==> config.mk <==
export PLATFORM = sky130hd
export DESIGN_NAME = esaxi_rd_engine
export DESIGN_NICKNAME = d
export VERILOG_FILES = /design/src/rtl/esaxi_rd_engine.sv
export SDC_FILE = /design/constraint.sdc
export NUM_CORES = 1
export LEC_CHECK = 0
export ABC_AREA = 1
export ABC_CLOCK_PERIOD_IN_PS = 5900
export BUFFER_PORTS_ARGS = -buffer_cell sky130_fd_sc_hd__buf_2
export CAP_MARGIN = 20
export CORE_MARGIN = 2
export CORE_UTILIZATION = 55
export DETAILED_ROUTE_END_ITERATION = 12
export GPL_TIMING_DRIVEN = 0
export HOLD_SLACK_MARGIN = 0.06
export PLACE_DENSITY = 0.9
export SYNTH_ARGS = -nofsm -noshare
export SYNTH_HDL_FRONTEND = slang
export SYNTH_SLANG_ARGS = --single-unit
==> constraint.sdc <==
create_clock -name clk -period 5.9 [get_ports clk]
set_input_delay 0.885 -clock clk [delete_from_list [all_inputs] [get_ports clk]]
set_output_delay 0.885 -clock clk [all_outputs]
set_load 0.03 [all_outputs]
==> src/rtl/esaxi_rd_engine.sv <==
// esaxi_rd_engine: AXI4 slave read-channel engine for the Emesh AXI slave bridge.
// Queues AR commands, issues one backend read per beat (one outstanding at a time),
// and returns R beats with ID, RLAST and RRESP. Supports FIXED/INCR/WRAP bursts,
// narrow transfers with byte-lane replication, and 32- or 64-bit data.
// Optional feature macro: ESAXI_RD_WRAP_EN. When defined, WRAP bursts are supported;
// when undefined, WRAP bursts are classified illegal and answered with SLVERR.
module esaxi_rd_engine #(
  parameter int unsigned ADDR_W   = 32,
  parameter int unsigned DATA_W   = 32,
  parameter int unsigned ID_W     = 12,
  parameter int unsigned AR_DEPTH = 2
) (
  input  logic              clk,
  input  logic              s_axi_aresetn,
  // AR channel
  input  logic [ID_W-1:0]   s_axi_arid,
  input  logic [ADDR_W-1:0] s_axi_araddr,
  input  logic [7:0]        s_axi_arlen,
  input  logic [2:0]        s_axi_arsize,
  input  logic [1:0]        s_axi_arburst,
  input  logic              s_axi_arvalid,
  output logic              s_axi_arready,
  // R channel
  output logic [ID_W-1:0]   s_axi_rid,
  output logic [DATA_W-1:0] s_axi_rdata,
  output logic [1:0]        s_axi_rresp,
  output logic              s_axi_rlast,
  output logic              s_axi_rvalid,
  input  logic              s_axi_rready,
  // Backend read request / response
  output logic              rd_req_valid,
  input  logic              rd_req_ready,
  output logic [ADDR_W-1:0] rd_req_addr,
  output logic [2:0]        rd_req_size,
  input  logic              rd_rsp_valid,
  input  logic [DATA_W-1:0] rd_rsp_data,
  input  logic [1:0]        rd_rsp_resp,
  // Status
  output logic              busy
);

  localparam int unsigned     PtrW    = (AR_DEPTH > 1) ? $clog2(AR_DEPTH) : 1;
  localparam int unsigned     CntW    = $clog2(AR_DEPTH + 1);
  localparam int unsigned     EntW    = ID_W + ADDR_W + 8 + 3 + 2;
  localparam logic [2:0]      MaxSize = (DATA_W == 64) ? 3'd3 : 3'd2;
  localparam logic [PtrW-1:0] LastPtr = PtrW'(AR_DEPTH - 1);
  localparam logic [CntW-1:0] FullCnt = CntW'(AR_DEPTH);

  localparam logic [1:0] BurstFixed = 2'b00;
  localparam logic [1:0] BurstIncr  = 2'b01;
  localparam logic [1:0] BurstWrap  = 2'b10;
  localparam logic [1:0] BurstRsvd  = 2'b11;
  localparam logic [1:0] RespSlverr = 2'b10;

  typedef enum logic [1:0] {StIdle, StReq, StWait, StResp} state_e;

  // ---------------------------------------------------------------------------
  // AR command queue
  // ---------------------------------------------------------------------------
  logic [EntW-1:0] q_mem [AR_DEPTH];
  logic [PtrW-1:0] wr_ptr_q, rd_ptr_q;
  logic [CntW-1:0] count_q;
  logic            init_q;
  logic            q_full, q_empty, q_push, q_pop;

  state_e          state_q;

  assign q_full        = (count_q == FullCnt);
  assign q_empty       = (count_q == '0);
  // init_q keeps arready low until the first clock edge after reset release.
  assign s_axi_arready = init_q & ~q_full;
  assign q_push        = s_axi_arvalid & s_axi_arready;
  assign q_pop         = (state_q == StIdle) & ~q_empty;

  // Queue pointers, occupancy and the post-reset arready enable.
  always_ff @(posedge clk or negedge s_axi_aresetn) begin
    if (!s_axi_aresetn) begin
      wr_ptr_q <= '0;
      rd_ptr_q <= '0;
      count_q  <= '0;
      init_q   <= 1'b0;
    end else begin
      init_q <= 1'b1;
      if (q_push) begin
        wr_ptr_q <= (wr_ptr_q == LastPtr) ? '0 : wr_ptr_q + PtrW'(1);
      end
      if (q_pop) begin
        rd_ptr_q <= (rd_ptr_q == LastPtr) ? '0 : rd_ptr_q + PtrW'(1);
      end
      if (q_push && !q_pop) begin
        count_q <= count_q + CntW'(1);
      end else if (!q_push && q_pop) begin
        count_q <= count_q - CntW'(1);
      end
    end
  end

  // Queue storage; contents are don't-care until written, so no reset.
  always_ff @(posedge clk) begin
    if (q_push) begin
      q_mem[wr_ptr_q] <= {s_axi_arid, s_axi_araddr, s_axi_arlen, s_axi_arsize, s_axi_arburst};
    end
  end

  logic [ID_W-1:0]   h_id;
  logic [ADDR_W-1:0] h_addr;
  logic [7:0]        h_len;
  logic [2:0]        h_size;
  logic [1:0]        h_burst;
  logic              h_illegal;

  assign {h_id, h_addr, h_len, h_size, h_burst} = q_mem[rd_ptr_q];

  // Classify the head command: reserved burst, oversize beat, or bad WRAP length.
  always_comb begin
    h_illegal = 1'b0;
    if (h_burst == BurstRsvd) begin
      h_illegal = 1'b1;
    end
    if (h_size > MaxSize) begin
      h_illegal = 1'b1;
    end
`ifdef ESAXI_RD_WRAP_EN
    if ((h_burst == BurstWrap) &&
        (h_len != 8'd1) && (h_len != 8'd3) && (h_len != 8'd7) && (h_len != 8'd15)) begin
      h_illegal = 1'b1;
    end
`else
    if (h_burst == BurstWrap) begin
      h_illegal = 1'b1;
    end
`endif
  end

  // ---------------------------------------------------------------------------
  // Burst state
  // ---------------------------------------------------------------------------
  logic [ID_W-1:0]   b_id_q;
  logic [ADDR_W-1:0] b_addr_q;
  logic [2:0]        b_size_q;
  logic [1:0]        b_burst_q;
  logic [7:0]        beat_cnt_q;
  logic              err_q;
`ifdef ESAXI_RD_WRAP_EN
  logic [7:0]        b_len_q;
  logic [ADDR_W-1:0] wrap_bound;
`endif
  logic              req_valid_q;
  logic              rvalid_q;
  logic              rlast_q;
  logic [DATA_W-1:0] rdata_q;
  logic [1:0]        rresp_q;

  logic [ADDR_W-1:0] incr;
  logic [ADDR_W-1:0] next_addr;
  logic [DATA_W-1:0] repl_data;

  // Address of the next beat; INCR aligns to the beat size before stepping.
  always_comb begin
    incr      = ADDR_W'(1) << b_size_q;
    next_addr = b_addr_q;
`ifdef ESAXI_RD_WRAP_EN
    wrap_bound = (ADDR_W'(b_len_q) + ADDR_W'(1)) << b_size_q;
`endif
    case (b_burst_q)
      BurstIncr: next_addr = (b_addr_q & ~(incr - ADDR_W'(1))) + incr;
`ifdef ESAXI_RD_WRAP_EN
      BurstWrap: next_addr = (b_addr_q & ~(wrap_bound - ADDR_W'(1))) |
                             ((b_addr_q + incr) & (wrap_bound - ADDR_W'(1)));
`endif
      BurstFixed: next_addr = b_addr_q;
      default:    next_addr = b_addr_q;
    endcase
  end

  // Replicate the right-justified backend data across all byte lanes.
  always_comb begin
    case (b_size_q)
      3'd0:    repl_data = {(DATA_W / 8){rd_rsp_data[7:0]}};
      3'd1:    repl_data = {(DATA_W / 16){rd_rsp_data[15:0]}};
      3'd2:    repl_data = {(DATA_W / 32){rd_rsp_data[31:0]}};
      default: repl_data = rd_rsp_data;
    endcase
  end

  // Read engine FSM with registered handshake and R-channel outputs.
  always_ff @(posedge clk or negedge s_axi_aresetn) begin
    if (!s_axi_aresetn) begin
      state_q     <= StIdle;
      b_id_q      <= '0;
      b_addr_q    <= '0;
      b_size_q    <= '0;
      b_burst_q   <= '0;
`ifdef ESAXI_RD_WRAP_EN
      b_len_q     <= '0;
`endif
      beat_cnt_q  <= '0;
      err_q       <= 1'b0;
      req_valid_q <= 1'b0;
      rvalid_q    <= 1'b0;
      rlast_q     <= 1'b0;
      rdata_q     <= '0;
      rresp_q     <= '0;
    end else begin
      case (state_q)
        StIdle: begin
          if (!q_empty) begin
            b_id_q     <= h_id;
            b_addr_q   <= h_addr;
            b_size_q   <= h_size;
            b_burst_q  <= h_burst;
`ifdef ESAXI_RD_WRAP_EN
            b_len_q    <= h_len;
`endif
            beat_cnt_q <= h_len;
            if (h_illegal) begin
              // Error mode: answer every beat locally, never touch the backend.
              err_q    <= 1'b1;
              rvalid_q <= 1'b1;
              rlast_q  <= (h_len == 8'd0);
              rdata_q  <= '0;
              rresp_q  <= RespSlverr;
              state_q  <= StResp;
            end else begin
              err_q       <= 1'b0;
              req_valid_q <= 1'b1;
              state_q     <= StReq;
            end
          end
        end
        StReq: begin
          if (rd_req_ready) begin
            req_valid_q <= 1'b0;
            state_q     <= StWait;
          end
        end
        StWait: begin
          if (rd_rsp_valid) begin
            rdata_q  <= repl_data;
            rresp_q  <= rd_rsp_resp;
            rvalid_q <= 1'b1;
            rlast_q  <= (beat_cnt_q == 8'd0);
            state_q  <= StResp;
          end
        end
        StResp: begin
          if (s_axi_rready) begin
            if (beat_cnt_q == 8'd0) begin
              rvalid_q <= 1'b0;
              rlast_q  <= 1'b0;
              err_q    <= 1'b0;
              state_q  <= StIdle;
            end else begin
              beat_cnt_q <= beat_cnt_q - 8'd1;
              b_addr_q   <= next_addr;
              rlast_q    <= (beat_cnt_q == 8'd1);
              if (!err_q) begin
                rvalid_q    <= 1'b0;
                req_valid_q <= 1'b1;
                state_q     <= StReq;
              end
            end
          end
        end
        default: state_q <= StIdle;
      endcase
    end
  end

  assign rd_req_valid = req_valid_q;
  assign rd_req_addr  = b_addr_q;
  assign rd_req_size  = b_size_q;
  assign s_axi_rid    = b_id_q;
  assign s_axi_rdata  = rdata_q;
  assign s_axi_rresp  = rresp_q;
  assign s_axi_rlast  = rlast_q;
  assign s_axi_rvalid = rvalid_q;
  assign busy         = ~q_empty | (state_q != StIdle);

endmodule

* Word level (Yosys, flattened, before mapping)
Memories as Yosys holds them, arrays and structs flattened.
Index checks and enable logic that the tools add are counted.
** Operators by class
- Magnitude comparators :: 1
- Bitwise logic cells :: 8
- Shift-type cells :: 1
- Reduce and logical (&&, ||, !) cells :: 24
- Eq/ne operators :: 20
- $add $sub $neg :: 7
- Muxes and demuxes :: 60
** Operators with widths (count)
- 32-bit 2-to-1 mux :: 7
- 32-bit case mux with 2 select lines :: 3
- 32-bit adder :: 1
- 32-bit AND :: 1
- 32-bit NOT :: 1
- 1-bit by 3-bit << shifter with 32-bit output, first input constant :: 1
- 32-bit by 1-bit subtractor with 32-bit output, second input constant :: 1
- 1-bit 2-to-1 mux :: 28
- 2-bit 2-to-1 mux :: 12
- 8-bit 2-to-1 mux :: 3
- 2-bit inequality test, second input constant :: 9
- 8-bit logical NOT :: 2
- 8-bit case mux with 2 select lines :: 1
- 5-bit AND reduction :: 3
- 4-bit AND reduction :: 3
- 2-bit == test, second input constant :: 5
- 1-bit case mux with 3 select lines :: 3
- 8-bit by 1-bit == test with 1-bit output, second input constant :: 1
- 2-bit case mux with 4 select lines :: 1
- 2-bit nonzero test :: 4
- 8-bit by 1-bit subtractor with 8-bit output, second input constant :: 1
- 7-bit AND reduction :: 1
- 6-bit AND reduction :: 1
- 3-bit nonzero test :: 2
- other kinds (18) :: 26
** Storage, ports and cells
- Bits of input ports :: 97
- RAM bits :: 114
- Memories :: 1
- Output and inout port bits :: 86
- Flip-flop bits (word level) :: 102
- Word-level logic and storage cells :: 138
** Memory list
- q_mem :: words 2, width 57, read ports 1, clocked after Yosys merged registers in 0, wr ports 1, RTL line 60 : logic [EntW-1:0] q_mem [AR_DEPTH];

* Logic depth before layout (Yosys ltp)
- Word-level depth :: 9
- Depth in mapped cells :: 22
- Depth with buffers taken out :: 20

* Worst setup path after synthesis
Ideal clock, no wire load.
- Path kind :: register to register
- Start :: register count_q[0]
- End :: memory q_mem[0][0] (netlist bit) (enable)
- Path slack :: 1.533 ns
- Cell stages (with the launch flop) :: 5
- Required time :: 5.428 ns
- Setup time :: 0.472 ns
- Arrival :: 3.895 ns
- Buffers on the path :: 0
- Clock period less this slack :: 4.367 ns
- Cell sequence :: dfrtp_1 inv_1 a21boi_0 nand2_1 nor2_1
** On the way
- Cells in the longest elaborated chain, start to end :: 6
** RTL lines
- from (decl) :: RTL line 62 : logic [CntW-1:0] count_q;
- from (signal assigned) :: RTL line 91 : count_q <= count_q + CntW'(1);
- from (signal assigned) :: RTL line 93 : count_q <= count_q - CntW'(1);
- 2-bit == test :: RTL line 68 : assign q_full = (count_q == FullCnt);
- 1-bit NOT :: RTL line 71 : assign s_axi_arready = init_q & ~q_full;
- 1-bit AND :: RTL line 71
- net s_axi_arready :: RTL line 22 : output logic s_axi_arready,
- 1-bit AND :: RTL line 72 : assign q_push = s_axi_arvalid & s_axi_arready;
- 1-bit 2-to-1 mux :: RTL line 100 : if (q_push) begin
- 1-bit 2-to-1 mux (implied by the code) :: RTL line 101 : q_mem[wr_ptr_q] <= {s_axi_arid, s_axi_araddr, s_axi_arlen, s_axi_arsize, s_axi_arburst};
- to (decl) :: RTL line 60
The timed path passes the listed nets, and every way through them passes these cells.

* Worst setup path in the final report
- Start :: register b_size_q[2] (netlist: rd_req_size[2])
- End :: register b_addr_q[31] (netlist: rd_req_addr[31])
** On the way
- Cells in the longest elaborated chain, start to end :: 9
** RTL lines
- from (decl) :: RTL line 140 : logic [2:0] b_size_q;
- from (signal assigned) :: RTL line 210 : b_size_q <= h_size;
- 1-bit by 3-bit << shifter with 32-bit output (*) :: RTL line 160 : incr = ADDR_W'(1) << b_size_q;
- 32-bit by 1-bit subtractor with 32-bit output :: RTL line 166 : BurstIncr: next_addr = (b_addr_q & ~(incr - ADDR_W'(1))) + incr;
- 32-bit NOT :: RTL line 166
- 32-bit AND :: RTL line 166
- 32-bit adder (*) :: RTL line 166
- 32-bit 2-to-1 mux (*) :: RTL line 165 : case (b_burst_q)
- 32-bit 2-to-1 mux (*) :: RTL line 248 : if (beat_cnt_q == 8'd0) begin
- 32-bit 2-to-1 mux (*) :: RTL line 247 : if (s_axi_rready) begin
- 32-bit case mux with 2 select lines (*) :: RTL line 205 : case (state_q)
- to (signal assigned) :: RTL line 209 : b_addr_q <= h_addr;
- to (signal assigned) :: RTL line 255 : b_addr_q <= next_addr;
- to (decl) :: RTL line 139 : logic [ADDR_W-1:0] b_addr_q;
Mark *: on every way between the ends. The rest lies on a longest branch, timed or not. The select of a mux whose other input is x is not followed.
A chain may end at the register's enable or synchronous reset.

==> qor.txt <==
================================================================================
Arrival time at the worst endpoint                                       3.92 ns
Largest cells by area after synthesis                               sky130_fd_sc_hd__edfxtp_1, sky130_fd_sc_hd__dfrtp_1, sky130_fd_sc_hd__nand2_1
R2R Path Start                                                      rd_req_size[2]$_DFFE_PN0P_
Num CTS Buffers                                                               23
Number of antenna violations at the first check in global routing              1
Skew-Pair Late Insertion Delay                                           0.53 ns
Clock power share                                                          0.193
Yosys warnings                                                                 0
Number of fill cells in the layout                                          1425
Multi-input gate area                                               0.003874 mm²
DIE AREA                                                             0.02012 mm²
Critical path class                                                 register to register
Cell area after synthesis                                            0.01045 mm²
Clock tree from TritonCTS                                                  built
Resize count post-CTS                                                          0
Worst Hold Slack                                                       0.3544 ns
Net Count, Synth                                                            1266
Part of the total power dissipated in combinational logic                  0.507
Bufs and invs on worst path                                                    4
Fmax                                                                  0.2893 GHz
Power Density                                                       613.2 mW/mm²
Critical Path RT                                                         6.36 ns
Global routing usage summed across all routing layers                     0.2890
Drt first pass iters                                                           5
Total count of hold-check failures in the final report                         0
Internal power component                                                 4048 µW
Routability Congestion                                                     1.018
Wire length per cell after detailed routing                             18.02 µm
Sequential cell area                                                0.005976 mm²
Half-perimeter wire length after placement                              21.60 mm
Fraction of final layout cells with drive strength greater than 1         0.2066
Worst slew margin                                                         0.3776
Via-per-instance ratio                                                     5.635
Critical path, cell by cell                                         buf_4, inv_4, nand2_1, nor2_1, inv_1, ha_1, inv_1, nor2_1, nor2_2, nand3_1, nor2_1, nand3_1, nor3_1, nand3_1, nand2_1, nand2_1, a21oi_1
Cell family with most CP delay                                      simple AND/OR/NAND/NOR gates
Top Metal Used                                                              met4
Floorplan Core Area                                                  0.01871 mm²
Depth of the worst register-to-register path                                  17
Area grow syn2layout                                                      20.15%
Result of the run                                                   complete, no violations
Worst-path cell with the longest stage delay                        sky130_fd_sc_hd__nor2_1
Num rows                                                                      50
Worst Setup End Kind                                                    register
Unrepaired setup endpoints after global routing                            false
Clock Skews                                                           0.01796 ns
Crit path launch type                                                   register
Count of mapped cells out of synthesis                                      1156
Share of the synthesized area in the top cell type                        0.3276
Effective utilization at floorplan                                        0.5587
Quantity of I/O buffers inserted on ports                                    182
Endpoint of the worst-slack reg-to-reg timing path                  rd_req_addr[31]$_DFFE_PN0P_
I/O pin total                                                                183
Number of clock sinks                                                        216
Switching part of the total power                                         0.4742
CP max stage delay                                                       0.41 ns
Reg-to-reg slack, setup                                                  2.44 ns
NetSw                                                                    3651 µW
Setup repair bufs after CTS                                                    0
Wire length reported by the detailed router                             29.19 mm
Pin count of the biggest net entering global routing                          63
Worst-case clock buffer depth                                                  3
Maximum fanout encountered on the critical timing path                        10
Worst min-delay path class                                          primary input to async pin
Met2 wire len                                                           13.55 mm
Count of unresolved DRC violations after routing                               0
Synth area leader                                                   sky130_fd_sc_hd__edfxtp_1
Cell count after placement                                                  1576
Worst-margin pin slew                                                  0.9336 ns
Violation count after the first detailed-routing iteration                   886
Setup violators final                                                          0
Reported leakage power                                               0.005724 µW
Seq/Total Area, Yosys                                                     0.5718
Crit path time final                                                    3.456 ns
DIE WIDTH                                                               141.8 µm
Number of routed nets with antenna violations                                  0
Number of H-tree branching levels                                              1
Number of distinct library cells after synthesis                              55
Post-Layout Cell Count                                                      1620
Global-route wire length before repair                                  45.71 mm
Number of hold-repair buffers added at the cts stage                           0
Final-stage net count                                                       1477
Peak ir drop on the vdd network                                      0.0003834 V
Die height                                                              141.8 µm
Ratio of final minimum period to clock period                             0.5858
Clock tree root buffer cell                                         sky130_fd_sc_hd__clkbuf_16
Post-synthesis register bit count                                            216
Post-Route Setup TNS                                                        0 ns
Met1 Wirelength                                                         12.34 mm
Gr ovfl total                                                                  0
Number of enable flip-flop cells after synthesis                             114
Number of global-route vias before repair                                   8890
Routed met3 length                                                      2.460 mm
Async set or reset register ratio after synthesis                         0.4722
Primary flip-flop cell chosen by synthesis mapping                  sky130_fd_sc_hd__edfxtp_1
Sequential power share                                                     0.300
Clk slew on worst S/H paths                                              0.06 ns
Slew Limit Fails                                                               0
Via count                                                                   9129
Synthesized area divided by synthesized cell count                     9.040 µm²
Max cap viols                                                                  0
================================================================================
## through the flow
stage            util  worst slack (ns)  area (µm²)  total power (µW)
6_report       0.6712             2.444       12560              7699
5_1_grt        0.6710             2.209       12550              8163
3_3_place_gp   0.6230            0.6933       11650              6006
3_5_place_dp   0.6286             2.555       11760              6136
4_1_cts        0.6710             2.521       12550              7649
2_1_floorplan       -             1.533       10450              4944
## cells in the final DEF (no fill, tap or decap), types with 5 or more instances in the layout
master                      instances
sky130_fd_sc_hd__a22o_1             6
sky130_fd_sc_hd__nor2_2             6
sky130_fd_sc_hd__buf_2            191
sky130_fd_sc_hd__nand2_2            7
sky130_fd_sc_hd__a31oi_1           16
sky130_fd_sc_hd__nor3_1            12
sky130_fd_sc_hd__mux2i_1            7
sky130_fd_sc_hd__clkbuf_1          23
sky130_fd_sc_hd__xor2_1             7
sky130_fd_sc_hd__a21oi_1           34
sky130_fd_sc_hd__inv_1             84
sky130_fd_sc_hd__o21ai_1           11
sky130_fd_sc_hd__a22oi_1            5
sky130_fd_sc_hd__nand2_1          263
sky130_fd_sc_hd__a221oi_1           5
sky130_fd_sc_hd__a21boi_1          11
sky130_fd_sc_hd__inv_2             18
sky130_fd_sc_hd__nand4_1           12
sky130_fd_sc_hd__o21ai_0          100
sky130_fd_sc_hd__nor4_1             6
sky130_fd_sc_hd__clkbuf_8           6
sky130_fd_sc_hd__buf_1              8
sky130_fd_sc_hd__o31ai_1            5
sky130_fd_sc_hd__edfxtp_1         114
sky130_fd_sc_hd__nand3_1           59
sky130_fd_sc_hd__dfrtp_1          102
sky130_fd_sc_hd__ha_1              13
sky130_fd_sc_hd__clkbuf_16         23
sky130_fd_sc_hd__nor2_1           161
## Yosys cell counts, types with 4 or more instances
cell and instances:
sky130_fd_sc_hd__nor2_1 163, sky130_fd_sc_hd__o21ai_1 11, sky130_fd_sc_hd__nor3_1 12, sky130_fd_sc_hd__nand3_1 59, sky130_fd_sc_hd__nand2_2 7, sky130_fd_sc_hd__clkbuf_1 20
sky130_fd_sc_hd__dfrtp_1 102, sky130_fd_sc_hd__nand3b_1 4, sky130_fd_sc_hd__o21ai_0 100, sky130_fd_sc_hd__buf_1 8, sky130_fd_sc_hd__a22oi_1 5, sky130_fd_sc_hd__inv_2 18
sky130_fd_sc_hd__nor4_1 6, sky130_fd_sc_hd__buf_2 10, sky130_fd_sc_hd__edfxtp_1 114, sky130_fd_sc_hd__inv_1 84, sky130_fd_sc_hd__nor2_2 6, sky130_fd_sc_hd__nand2_1 263
sky130_fd_sc_hd__a31oi_1 16, sky130_fd_sc_hd__a21boi_1 11, sky130_fd_sc_hd__a221oi_1 5, sky130_fd_sc_hd__ha_1 13, sky130_fd_sc_hd__mux2i_1 7, sky130_fd_sc_hd__nand4_1 12
sky130_fd_sc_hd__a22o_1 6, sky130_fd_sc_hd__xor2_1 7, sky130_fd_sc_hd__a21oi_1 34, sky130_fd_sc_hd__o31ai_1 5, sky130_fd_sc_hd__buf_6 4
## logic make-up (layout without fill, tap and decap cells)
family	Yosys count	after routing	synth area share
AND/OR/NAND/NOR	548	548	0.2209
flip-flops	216	216	0.5718
AO/OA/AOI/OAI	212	212	0.1182
buffers and inverters	150	378	0.05891
adder cells (fa/ha/maj)	13	13	0.01557
XOR/XNOR	9	9	0.007544
multiplexers	7	7	0.006705
other	1	3	0.0003589
## routing by layer
layer  vias to the layer above  track usage
li1                       4308            -
met1                      4280       0.3966
met2                       465       0.4716
met3                        76      0.05231
met4                         0      0.09263
met5                         -            0
## power by group through the flow
| stage | clock (µW) | combinational (µW) | sequential [µW] |
|---|---|---|---|
| finish | 1490 | 3900 | 2310 |
| global route | 1570 | 4250 | 2340 |
| CTS | 1500 | 3850 | 2300 |
| detailed placement | 0 | 3810 | 2320 |
| global placement | 0 | 3680 | 2320 |
| floorplan | 0 | 2210 | 2730 |
## sequential cells by signal, indices dropped and copies added (netlist names), 2 cells and up
name	flops
q_mem	114
rd_req_addr	32
s_axi_rdata	32
s_axi_rid	12
beat_cnt_q	8
rd_req_size	3
b_burst_q	2
count_q	2
s_axi_rresp	2
state_q	2
## how the worst max path moves through the flow
stage | from | endpoint | cells after the start
detailed placement | rd_req_size[2]$_DFFE_PN0P_ | rd_req_addr[10]$_DFFE_PN0P_ | 22
finish | rd_req_size[2]$_DFFE_PN0P_ | rd_req_addr[31]$_DFFE_PN0P_ | 17
CTS | rd_req_size[2]$_DFFE_PN0P_ | rd_req_addr[10]$_DFFE_PN0P_ | 22
floorplan | count_q[0]$_DFFE_PN0P_ | q_mem[0][0]$_DFFE_PP_ | 4
global route | rd_req_size[2]$_DFFE_PN0P_ | rd_req_addr[10]$_DFFE_PN0P_ | 22
global placement | s_axi_arvalid | q_mem[1][24]$_DFFE_PP_ | 3
## cell type report
cell class / count / share of cell area
flip-flops and latches: 216 / 0.4759
multi-input cells: 790 / 0.3085
repair buffers: 186 / 0.07972
clock buffers: 32 / 0.05331
inverters: 106 / 0.03189
well taps: 234 / 0.02332
plain buffers: 44 / 0.01714
clock inverters: 10 / 0.009766
diodes: 2 / 0.0003986
Note: power is estimated with default switching activity, not from simulation.
